--- config.mk ---
export PLATFORM = sky130hd
export DESIGN_NAME = slow_tick_rx
export DESIGN_NICKNAME = d
export VERILOG_FILES = /design/src/rtl/slow_tick_rx_pkg.sv /design/src/rtl/slow_tick_rx_level_filter.sv /design/src/rtl/slow_tick_rx.sv
export SDC_FILE = /design/constraint.sdc
export NUM_CORES = 1
export LEC_CHECK = 0
export ABC_AREA = 1
export BUFFER_PORTS_ARGS = -buffer_cell sky130_fd_sc_hd__buf_4
export CORE_MARGIN = 3
export CORE_UTILIZATION = 35
export DETAILED_ROUTE_END_ITERATION = 7
export SLEW_MARGIN = 20
export SYNTH_ARGS = -nofsm -noshare
export SYNTH_HDL_FRONTEND = slang
export SYNTH_SLANG_ARGS = --single-unit
--- constraint.sdc ---
create_clock -name clk_100mhz -period 1.7 [get_ports clk_100mhz]
set_clock_uncertainty 0.05 [all_clocks]
set_input_delay 0.34 -clock clk_100mhz [delete_from_list [all_inputs] [get_ports clk_100mhz]]
set_output_delay 0.34 -clock clk_100mhz [all_outputs]
set_load 0.02 [all_outputs]
--- src/rtl/slow_tick_rx_pkg.sv ---
// Shared encodings for consumers of divided slow clocks: timer FSM states and
// tick-edge selection codes.
package slow_tick_rx_pkg;

   typedef enum logic [1:0] {
      ST_IDLE   = 2'd0,
      ST_RUN    = 2'd1,
      ST_PAUSED = 2'd2,
      ST_DONE   = 2'd3
   } timer_state_t;

   typedef enum logic [1:0] {
      EDGE_NONE = 2'b00,
      EDGE_RISE = 2'b01,
      EDGE_FALL = 2'b10,
      EDGE_BOTH = 2'b11
   } edge_sel_t;

   // Bit 0 of the select enables rising edges, bit 1 enables falling edges.
   function automatic logic edge_match(input logic [1:0] sel, input logic new_level);
      return new_level ? sel[0] : sel[1];
   endfunction

endpackage

--- src/rtl/slow_tick_rx_level_filter.sv ---
// Synchronizes an asynchronous slow level and accepts a new value only after it
// has differed from the accepted level for STABLE_CYC consecutive cycles.
module level_filter #(
   parameter int SYNC_STAGES = 2,
   parameter int STABLE_CYC  = 4
) (
   input  logic clk_100mhz,
   input  logic rst,
   input  logic slow_clk,
   output logic level,
   output logic changed
);

   localparam int FCW = $clog2(STABLE_CYC + 1);

   logic [SYNC_STAGES-1:0] sync_q;
   logic [FCW-1:0]         filt_cnt;

   always_ff @(posedge clk_100mhz) begin
      if (rst) begin
         sync_q   <= '0;
         filt_cnt <= '0;
         level    <= 1'b0;
         changed  <= 1'b0;
      end else begin
         sync_q  <= {sync_q[SYNC_STAGES-2:0], slow_clk};
         changed <= 1'b0;
         // The cycle that would bring the count to STABLE_CYC accepts the level instead.
         if (sync_q[SYNC_STAGES-1] != level) begin
            if (filt_cnt == FCW'(STABLE_CYC - 1)) begin
               level    <= sync_q[SYNC_STAGES-1];
               filt_cnt <= '0;
               changed  <= 1'b1;
            end else begin
               filt_cnt <= filt_cnt + 1'b1;
            end
         end else begin
            filt_cnt <= '0;
         end
      end
   end

endmodule

--- src/rtl/slow_tick_rx.sv ---
// Receives a divided slow clock as data, turns its accepted edges into ticks and
// drives a loadable countdown timer from them.
module slow_tick_rx
   import slow_tick_rx_pkg::*;
#(
   parameter int SYNC_STAGES = 2,
   parameter int STABLE_CYC  = 4,
   parameter int CNT_W       = 10
) (
   input  logic             clk_100mhz,
   input  logic             rst,
   input  logic             slow_clk,
   input  logic [1:0]       edge_sel,
   input  logic             load,
   input  logic [CNT_W-1:0] load_val,
   input  logic             start,
   input  logic             pause,
   output logic             level,
   output logic             tick,
   output logic [CNT_W-1:0] remaining,
   output logic             running,
   output logic             expired
);

   logic         changed;
   logic         armed;
   timer_state_t state;

   level_filter #(
      .SYNC_STAGES(SYNC_STAGES),
      .STABLE_CYC (STABLE_CYC)
   ) u_filter (
      .clk_100mhz(clk_100mhz),
      .rst       (rst),
      .slow_clk  (slow_clk),
      .level     (level),
      .changed   (changed)
   );

   // The first acceptance after reset only arms, so an idle-high input never ticks.
   always_ff @(posedge clk_100mhz) begin
      if (rst) begin
         armed <= 1'b0;
         tick  <= 1'b0;
      end else begin
         tick <= 1'b0;
         if (changed) begin
            armed <= 1'b1;
            tick  <= armed & edge_match(edge_sel, level);
         end
      end
   end

   always_ff @(posedge clk_100mhz) begin
      if (rst) begin
         state     <= ST_IDLE;
         remaining <= '0;
         running   <= 1'b0;
         expired   <= 1'b0;
      end else begin
         expired <= 1'b0;
         if (load) begin
            state     <= ST_IDLE;
            remaining <= load_val;
            running   <= 1'b0;
         end else begin
            case (state)
               ST_IDLE: begin
                  if (start && remaining != '0) begin
                     state   <= ST_RUN;
                     running <= 1'b1;
                  end
               end
               ST_RUN: begin
                  if (pause) begin
                     state <= ST_PAUSED;
                  end else if (tick) begin
                     if (remaining == CNT_W'(1)) begin
                        remaining <= '0;
                        expired   <= 1'b1;
                        state     <= ST_DONE;
                        running   <= 1'b0;
                     end else if (remaining != '0) begin
                        remaining <= remaining - 1'b1;
                     end
                  end
               end
               ST_PAUSED: begin
                  if (!pause) state <= ST_RUN;
               end
               ST_DONE: begin
                  running <= 1'b0;
               end
               default: begin
                  state   <= ST_IDLE;
                  running <= 1'b0;
               end
            endcase
         end
      end
   end

endmodule

==> impl_metrics.py, run 1 <==
metrics = {
    "yosys": {
        "syn_inst": 200,
        "yosys_warnings": 0,
        "ys_seq_elements": 23,
        "yosysMostFrequentCell": "nand2_1",
        "synth_nets": 223,
        "synth.top_cell.area_share": 0.358,
        "synth_edf_count": 0,
        "synth_flop_cell": "dfxtp_1",
        "synth_area_leaders": "dfxtp_1 (36%), nand2_1 (19%), inv_1 (7.6%), nor2_1 (7.3%), ha_1 (4.9%)",
        "syn_area_per_cell_um2": 6.44,
        "ys_async_sr_fraction": 0,
        "syn_area_um2": 1290,
        "ys_types": 23,
        "yosysTopAreaCell": "dfxtp_1",
        "seq_area_frac_synth": 0.358,
        "ys_top_cells_by_count": "nand2_1 (64), inv_1 (26), nor2_1 (25), dfxtp_1 (23), a21oi_1 (12)",
    },
    "cts": {
        "htree_levels": 1,
        "clockBufferDepth": 2,
        "clock-root-buffer": "clkbuf_8",
        "path_clk_slew_ps": 80,
        "cts_tree": "built",
        "cts_sinks": 23,
        "cts_setup_buffers": 0,
        "insertion_delay_ps": 270,
        "cts_inserted_buffers": 3,
    },
    "timing": {
        "timing.hold.ws_ps": 222,
        "finalMaxSlewViolations": 0,
        "period_share": 0.920,
        "final-hold-violation-count": 0,
        "setup_viol_count_final": 0,
        "setup_tns_ps": 0,
        "relSlewSlack": 0.808,
        "period_needed_ps": 1560,
        "fmax_ghz": 0.639,
        "worst_pin_slew_ps": 288,
    },
    "cells_and_area": {
        "final_cell_area_um2": 1660,
        "antennaDiodeCount": 0,
        "multi_input_area_um2": 728,
        "drive_gt1_frac": 0.211,
        "seqCellArea_um2": 460,
        "fillers": 373,
        "area_delta_synth_final_pct": 28.6,
        "fin_util": 0.481,
        "fin_nets": 261,
    },
    "route": {
        "firstDrtPassIters": 4,
        "drt_iter0_drc": 52,
        "drt-vias-per-instance": 4.52,
        "ant_nets": 0,
        "wl_per_cell_um": 10.6,
        "drc": 0,
        "vias": 1280,
        "wirelength_mm": 2.99,
    },
    "floorplan": {
        "die_x_um": 66.7,
        "fp-row-count": 21,
        "start_util": 0.374,
        "dieArea_um2": 4440,
        "io_pins": 32,
        "dieHeight_um": 66.7,
        "coreArea_um2": 3440,
    },
    "worst_setup_path": {
        "critPathLaunchType": "register",
        "crit_required_ps": 1820,
        "critPathMaxFanout": 9,
        "worst-setup-path-type": "reg2reg",
        "crit_arrival_ps": 1690,
        "worstSetupEndpointType": "register",
    },
    "power": {
        "p_clk_frac": 0.274,
        "p_per_area_nw_per_um2": 787,
        "intPower_w": 0.000876,
        "cellLeakagePower_nw": 0.802,
        "p_switching_w": 0.000426,
        "ir_worst_vdd_uv": 640,
        "combinationalPowerShare": 0.275,
        "p_sw_frac": 0.327,
        "seq_power_share": 0.452,
    },
    "grt": {
        "grt_pass1_vias": 1140,
        "grt_max_degree": 16,
        "overflow": 0,
        "grt_pass1_wl_mm": 4.89,
        "antenna_found_initial": 0,
        "track_usage": 0.143,
    },
    "placement": {
        "dp_hpwl_mm": 2.25,
        "portBuffers": 31,
        "placed_cell_area_um2": 1590,
        "gp_congestion": 0.863,
    },
    "flow_run": {
        "drv_cap": 0,
    },
    "worst_hold_path": {
        "worst_hold_path_type": "in2reg",
    },
    "outcome": {
        "outcome": "complete, no violations",
    },
}
worst max-delay path, cell delays in order (launching register included):
cell	delay [ps]
dfxtp_1	350
inv_1	100
ha_1	150
inv_1	40
nor2_1	160
nand3_2	170
nand2_1	160
nand2_4	110
o21ai_1	140
nor2_1	50
routing by layer:
metal  track usage  vias up  part of all wire
met5             0        -                 0
met4        0.0228        0            0.0050
met3        0.0405        4             0.065
met2         0.240       32              0.45
met1         0.183      541              0.48
li1              -      703                 -
worst paths after layout:
path / to / cells past startpoint / slack [ps] / startpoint
worst max-delay path: remaining[1] / 9 / 140 / remaining[0]
worst min-delay path: u_filter.sync_q[0] / 3 / 220 / slow_clk
worst max register to register: remaining[1] / 9 / 140 / remaining[0]
worst min register to register: u_filter.sync_q[1] / 2 / 360 / u_filter.sync_q[0]
logic make-up (layout without fill, tap and decap cells):
group / count (synthesis) / count (layout) / synth area share
simple gates: 112 / 112 / 0.368
buf+inv: 30 / 66 / 0.0875
compound gates: 26 / 27 / 0.110
flops: 23 / 23 / 0.358
fa+ha+maj: 5 / 5 / 0.0486
xor+xnor: 3 / 3 / 0.0204
mux: 1 / 1 / 0.00777
stage by stage:
step                      power [W]  std cells  setup WS [ps]
after floorplan            0.000835        200            165
after global placement     0.000955        278            163
after detailed placement   0.000955        278            149
final                       0.00130        283            136
after global routing        0.00139        283          -2.16
after CTS                   0.00132        282            119
registers in the layout, summed over array words and instances, names as in the netlist:
| register | flops |
|---|---|
| armed | 1 |
| expired | 1 |
| remaining | 10 |
| running | 1 |
| state | 2 |
| tick | 1 |
| u_filter.changed | 1 |
| u_filter.filt_cnt | 3 |
| u_filter.level | 1 |
| u_filter.sync_q | 2 |
power groups by stage:
stage | clock network (W) | logic [W] | registers [W]
2_1_floorplan | 0 | 0.000212 | 0.000623
3_3_place_gp | 0 | 0.000354 | 0.000601
3_5_place_dp | 0 | 0.000355 | 0.000601
4_1_cts | 0.000371 | 0.000356 | 0.000588
5_1_grt | 0.000389 | 0.000404 | 0.000593
6_report | 0.000356 | 0.000358 | 0.000588
placed cells by master, fill, tap and decap left out, types with 3 or more instances in the layout:
master,instances
nor2_1,25
a21oi_1,12
inv_1,26
ha_1,5
dfxtp_1,23
buf_4,34
nor2_2,3
nand3_1,10
nand2_1,64
clkbuf_8,3
o21ai_0,11
area by class of cell:
class / count / share of cell area
clock buffer: 3 / 0.0249
inverter: 28 / 0.0635
timing repair buffer: 34 / 0.154
tap: 46 / 0.0348
multi-input combinational: 148 / 0.440
sequential: 23 / 0.278
clock inverter: 1 / 0.00454
repair_timing:
item,4_1_cts,5_1_grt
gates resized for setup,0,1
setup endpoints to repair,0,1
hold buffers,0,0
Power figures use the tool's default switching activity.
==> run 2, diff against run 1 <==
--- a/config.mk
+++ b/config.mk
@@ -7,7 +7,6 @@
 export LEC_CHECK = 0
 export ABC_AREA = 1
 export BUFFER_PORTS_ARGS = -buffer_cell sky130_fd_sc_hd__buf_4
-export CORE_MARGIN = 3
 export CORE_UTILIZATION = 35
 export DETAILED_ROUTE_END_ITERATION = 7
 export SLEW_MARGIN = 20
==> constraint.sdc (replaced) <==
create_clock -name clk_100mhz -period 1.66 [get_ports clk_100mhz]
set_clock_uncertainty 0.05 [all_clocks]
set_input_delay 0.332 -clock clk_100mhz [delete_from_list [all_inputs] [get_ports clk_100mhz]]
set_output_delay 0.332 -clock clk_100mhz [all_outputs]
set_load 0.02 [all_outputs]
==> run 2 against run 1 <==
  * Cell count is the same
  * Global-route usage grew 1.1 points
  * Utilization is 0.51 points higher
  * Via count is 3.3% higher
  * Critical path type unchanged
  * Critical endpoint is now remaining[3]
  * Largest cell class unchanged
==> impl_metrics.py, run 2 (synthesis gave the netlist of run 1 again) <==
metrics = {
    "floorplan": {
        "dieArea_um2": 3930,
        "io_pins": 32,
        "coreArea_um2": 3440,
        "dieHeight_um": 62.7,
        "fp-row-count": 21,
        "die_x_um": 62.7,
        "start_util": 0.374,
    },
    "route": {
        "drt-vias-per-instance": 4.67,
        "wl_per_cell_um": 10.7,
        "ant_nets": 0,
        "drc": 0,
        "drt_iter0_drc": 72,
        "firstDrtPassIters": 4,
        "vias": 1322,
        "wirelength_mm": 3.04,
    },
    "cts": {
        "insertion_delay_ps": 270,
        "cts_sinks": 23,
        "cts_setup_buffers": 0,
        "clockBufferDepth": 2,
        "cts_inserted_buffers": 3,
        "path_clk_slew_ps": 80,
        "cts_tree": "built",
        "hold_buffers": 0,
        "htree_levels": 1,
        "clock-root-buffer": "clkbuf_8",
    },
    "cells_and_area": {
        "area_delta_synth_final_pct": 29.9,
        "largest_register_ffs": 10,
        "multi_input_area_um2": 746,
        "drive_gt1_frac": 0.219,
        "seqCellArea_um2": 460,
        "antennaDiodeCount": 0,
        "final_common_cell": "nand2_1",
        "fillers": 365,
        "final_cell_mix": "nand2_1 (64), buf_4 (34), inv_1 (26), nor2_1 (23), dfxtp_1 (23)",
        "fin_nets": 261,
        "largest-register": "remaining",
        "top_regs": "remaining: 10 flops, u_filter.filt_cnt: 3 flops",
    },
    "flow_run": {
        "drv_cap": 0,
    },
    "worst_setup_path": {
        "worst-setup-path-type": "reg2reg",
        "crit_family": "compound AO/OA/AOI/OAI gates",
        "critPathMaxFanout": 5,
        "critPathLaunchType": "register",
        "crit_arrival_ps": 1700,
        "crit_required_ps": 1810,
        "crit_buf_inv": 2,
        "max_stage_delay_ps": 360,
        "crit_top_cell": "inv_1",
        "cp_cell_sequence": "inv_1 -> ha_1 -> inv_1 -> nor2_2 -> nand3_4 -> a21oi_2 -> nand2_1 -> a21oi_1",
        "cpMaxStageDelayCell": "dfxtp_1",
        "worstSetupEndpointType": "register",
    },
    "placement": {
        "gp_congestion": 0.872,
        "portBuffers": 31,
        "dp_hpwl_mm": 2.24,
    },
    "timing": {
        "worst_pin_slew_ps": 252,
        "period_needed_ps": 1540,
        "setup_tns_ps": 0,
        "fmax_ghz": 0.648,
        "relSlewSlack": 0.832,
        "final-hold-violation-count": 0,
        "finalMaxSlewViolations": 0,
        "period_share": 0.930,
        "rsz0062_at_grt": "true",
        "setup_viol_count_final": 0,
    },
    "grt": {
        "overflow": 0,
        "grt_max_degree": 16,
        "grt_pass1_vias": 1135,
        "antenna_found_initial": 0,
        "track_usage": 0.154,
        "grt_pass1_wl_mm": 4.81,
    },
    "power": {
        "intPower_w": 0.000899,
        "p_per_area_nw_per_um2": 801,
        "seq_power_share": 0.450,
        "p_sw_frac": 0.329,
        "ir_worst_vdd_uv": 484,
        "power_w": 0.00134,
        "cellLeakagePower_nw": 0.803,
        "p_clk_frac": 0.268,
        "combinationalPowerShare": 0.282,
        "p_switching_w": 0.000440,
    },
    "worst_hold_path": {
        "worst_hold_path_type": "in2reg",
    },
    "outcome": {
        "outcome": "complete, no violations",
    },
}
[run 2: final cells by class]
cell class | count | share of cell area
Multi-Input combinational cell | 148 | 0.446
Sequential cell | 23 | 0.275
Timing Repair Buffer | 34 | 0.153
Inverter | 28 | 0.0628
Tap cell | 46 | 0.0344
Clock buffer | 3 | 0.0247
Clock inverter | 1 | 0.00449
[run 2: through the flow]
step / area [µm²] / instances / setup WS, ps / utilization / hold slack [ps]
finish: 1670 / 283 / 117 / 0.486 / 215
global route: 1670 / 283 / 0.529 / 0.486 / 204
CTS: 1640 / 282 / 29.0 / 0.477 / 204
detailed placement: 1590 / 278 / 66.1 / 0.463 / 352
global placement: 1590 / 278 / 107 / 0.463 / 346
floorplan: 1290 / 200 / 125 / - / 338
[run 2: worst paths after layout]
path	start	endpoint	slack, ps	depth (start not counted)
setup / recovery	remaining[0]	remaining[3]	120	8
hold reg to reg	u_filter.sync_q[0]	u_filter.sync_q[1]	360	2
setup reg to reg	remaining[0]	remaining[3]	120	8
hold / removal	slow_clk	u_filter.sync_q[0]	220	3
[run 2: power groups by stage]
stage / logic, W / clock network [W] / registers, W
detailed placement: 0.000364 / 0 / 0.000615
CTS: 0.000366 / 0.000377 / 0.000602
finish: 0.000378 / 0.000359 / 0.000602
floorplan: 0.000217 / 0 / 0.000638
global placement: 0.000366 / 0 / 0.000614
global route: 0.000422 / 0.000400 / 0.000606
[run 2: timing repair]
| action | 4_1_cts | 5_1_grt |
|---|---|---|
| resized for setup | 0 | 5 |
| setup endpoints to repair | 0 | 10 |
| hold endpoints to repair | 0 | 0 |
[run 2: metal layers]
| metal | vias up | track usage | part of all wire |
|---|---|---|---|
| met4 | 0 | 0.0523 | 0.0056 |
| met1 | 589 | 0.189 | 0.48 |
| met2 | 29 | 0.255 | 0.46 |
| li1 | 702 | - | - |
| met5 | - | 0 | 0 |
| met3 | 2 | 0.0438 | 0.056 |
[run 2: worst reg2reg max path: cells and delay by family (launching register included)]
kind | cells | cell delay [ps]
adders and majority gates | 1 | 150
AOI/OAI and AO/OA | 2 | 400
DFF | 1 | 360
and+or+nand+nor | 3 | 380
buffers and inverters | 2 | 150
==> run 3, diff against run 2 <==
--- a/config.mk
+++ b/config.mk
@@ -7,8 +7,10 @@
 export LEC_CHECK = 0
 export ABC_AREA = 1
 export BUFFER_PORTS_ARGS = -buffer_cell sky130_fd_sc_hd__buf_4
+export CORE_ASPECT_RATIO = 0.6
 export CORE_UTILIZATION = 35
 export DETAILED_ROUTE_END_ITERATION = 7
+export PLACE_DENSITY = 0.65
 export SLEW_MARGIN = 20
 export SYNTH_ARGS = -nofsm -noshare
 export SYNTH_HDL_FRONTEND = slang
==> run 3 against run 2 <==
  * Worst hold slack about the same
  * Flip-flop and latch count unchanged
  * Cell count increased by 1.1%
  * Maximum frequency increased by 1.0%
  * Total power increased by 2.7%
  * First-iteration DRC count increased by 61%
  * Non-clock buffer count increased by 4
  * Clock-buffer cell count unchanged
  * Largest power group unchanged
  * Setup slack improved by 16 ps
  * Largest cell class unchanged
  * Cell area increased by 2.9%
  * Wire length increased by 4.6%
==> impl_metrics.py, run 3 (synthesis gave the netlist of run 1 again) <==
metrics = {
    "timing": {
        "worst_pin_slew_ps": 260,
        "fmax_ghz": 0.655,
        "setup_ws_ps": 133,
        "final-hold-violation-count": 0,
        "period_share": 0.920,
        "period_needed_ps": 1530,
        "finalMaxSlewViolations": 0,
        "relSlewSlack": 0.826,
        "setup_viol_count_final": 0,
    },
    "cts": {
        "clockBufferDepth": 2,
        "hold_buffers": 0,
        "htree_levels": 1,
        "insertion_delay_ps": 270,
        "cts_tree": "built",
        "cts_inserted_buffers": 3,
        "clock-root-buffer": "clkbuf_8",
        "cts_sinks": 23,
        "path_clk_slew_ps": 90,
    },
    "cells_and_area": {
        "area_delta_synth_final_pct": 33.7,
        "drive_gt1_frac": 0.249,
        "top_regs": "remaining: 10 flops, u_filter.filt_cnt: 3 flops",
        "fin_nets": 265,
        "final_cell_mix": "nand2_1 (63), buf_4 (38), inv_1 (25), dfxtp_1 (23), nor2_1 (21)",
        "final_common_cell": "nand2_1",
        "largest-register": "remaining",
        "antennaDiodeCount": 0,
        "stdcell_count": 286,
        "largest_register_ffs": 10,
    },
    "flow_run": {
        "drv_cap": 0,
    },
    "floorplan": {
        "start_util": 0.381,
        "io_pins": 32,
        "dieHeight_um": 49.0,
        "fp-row-count": 16,
        "dieArea_um2": 3930,
        "die_x_um": 80.3,
        "coreArea_um2": 3380,
    },
    "route": {
        "vias": 1325,
        "drt-vias-per-instance": 4.63,
        "wl_per_cell_um": 11.1,
        "wirelength_mm": 3.18,
        "ant_nets": 0,
        "drc": 0,
        "drt_iter0_drc": 116,
        "firstDrtPassIters": 4,
    },
    "worst_setup_path": {
        "max_stage_delay_ps": 350,
        "cpMaxStageDelayCell": "dfxtp_1",
        "cp_cell_sequence": "inv_1 -> ha_1 -> inv_1 -> nor2_4 -> nand3_4 -> nand2_1 -> nand2_4 -> o21ai_1 -> nor2_1",
        "crit_arrival_ps": 1650,
        "crit_top_cell": "inv_1",
        "worstSetupEndpointType": "register",
        "worst-setup-path-type": "reg2reg",
        "critPathLaunchType": "register",
        "critPathMaxFanout": 9,
        "crit_required_ps": 1780,
    },
    "power": {
        "ir_worst_vdd_uv": 446,
        "p_sw_frac": 0.337,
        "p_switching_w": 0.000463,
        "cellLeakagePower_nw": 0.827,
        "intPower_w": 0.000912,
        "p_per_area_nw_per_um2": 799,
        "combinationalPowerShare": 0.296,
        "seq_power_share": 0.436,
        "p_clk_frac": 0.268,
    },
    "grt": {
        "overflow": 0,
        "grt_pass1_wl_mm": 5.20,
        "antenna_found_initial": 0,
        "grt_pass1_vias": 1121,
        "grt_max_degree": 16,
        "track_usage": 0.175,
    },
    "placement": {
        "placedCellCount": 280,
        "pre_cts_ws_ps": 92.7,
        "portBuffers": 31,
        "gp_congestion": 0.816,
        "dp_hpwl_mm": 2.35,
    },
    "outcome": {
        "outcome": "complete, no violations",
    },
    "worst_hold_path": {
        "worst_hold_path_type": "in2reg",
    },
}
==> run 3: changes by cell type in the layout (fill, tap and decap cells not counted), moves of 2 or more <==
cell     delta
buf_4       +4
nor2_1      -2
o21ai_0     -2
o21ai_1     +2
==> run 3: power groups by stage <==
| stage | registers, W | clock network (W) | logic, W |
|---|---|---|---|
| 2_1_floorplan | 0.000638 | 0 | 0.000217 |
| 3_3_place_gp | 0.000612 | 0 | 0.000374 |
| 3_5_place_dp | 0.000611 | 0 | 0.000376 |
| 4_1_cts | 0.000599 | 0.000378 | 0.000379 |
| 5_1_grt | 0.000604 | 0.000408 | 0.000457 |
| 6_report | 0.000599 | 0.000368 | 0.000407 |
==> run 3: cell type report <==
class                           instances  area [µm²]
Fill cell                             360        1660
Inverter                               28         105
Tap cell                               45        56.3
Sequential cell                        23         460
Clock inverter                          1        7.51
Clock buffer                            3        41.3
Multi-Input combinational cell        148         766
Timing Repair Buffer                   38         285
==> run 3: layer usage <==
layer	GRT usage	part of all wire
met3	0.0523	0.076
met5	0	0
met4	0.0357	0.0066
met2	0.245	0.39
met1	0.260	0.53
==> run 3: timing repair <==
action	in CTS	in global routing
endpoints found under the hold margin	0	0
buffers inserted	0	1
resized for setup	0	13
setup endpoints to repair	0	10
==> run 3: metrics by stage <==
step | TNS, ps | total power (W) | hold slack, ps | utilization | cell area (µm²)
global route | -6.22 | 0.00147 | 237 | 0.509 | 1720
global placement | 0 | 0.000985 | 344 | 0.477 | 1610
CTS | 0 | 0.00136 | 216 | 0.491 | 1660
finish | 0 | 0.00137 | 215 | 0.509 | 1720
floorplan | 0 | 0.000855 | 338 | - | 1290
detailed placement | 0 | 0.000987 | 343 | 0.477 | 1610
==> run 3: critical path: cells and delay by family (launching register included) <==
family / cells / cell delay, ps
flip-flops: 1 / 350
buffers and inverters: 2 / 160
AO/OA/AOI/OAI: 1 / 140
adder cells (fa/ha/maj): 1 / 140
AND/OR/NAND/NOR: 5 / 580
==> run 3: path summary, 6_finish.rpt <==
check,depth (start not counted),slack [ps],to,startpoint
worst min-delay path,3,220,u_filter.sync_q[0],slow_clk
worst min register to register,2,360,u_filter.sync_q[1],u_filter.sync_q[0]
worst max-delay path,9,130,remaining[1],remaining[0]
worst max register to register,9,130,remaining[1],remaining[0]
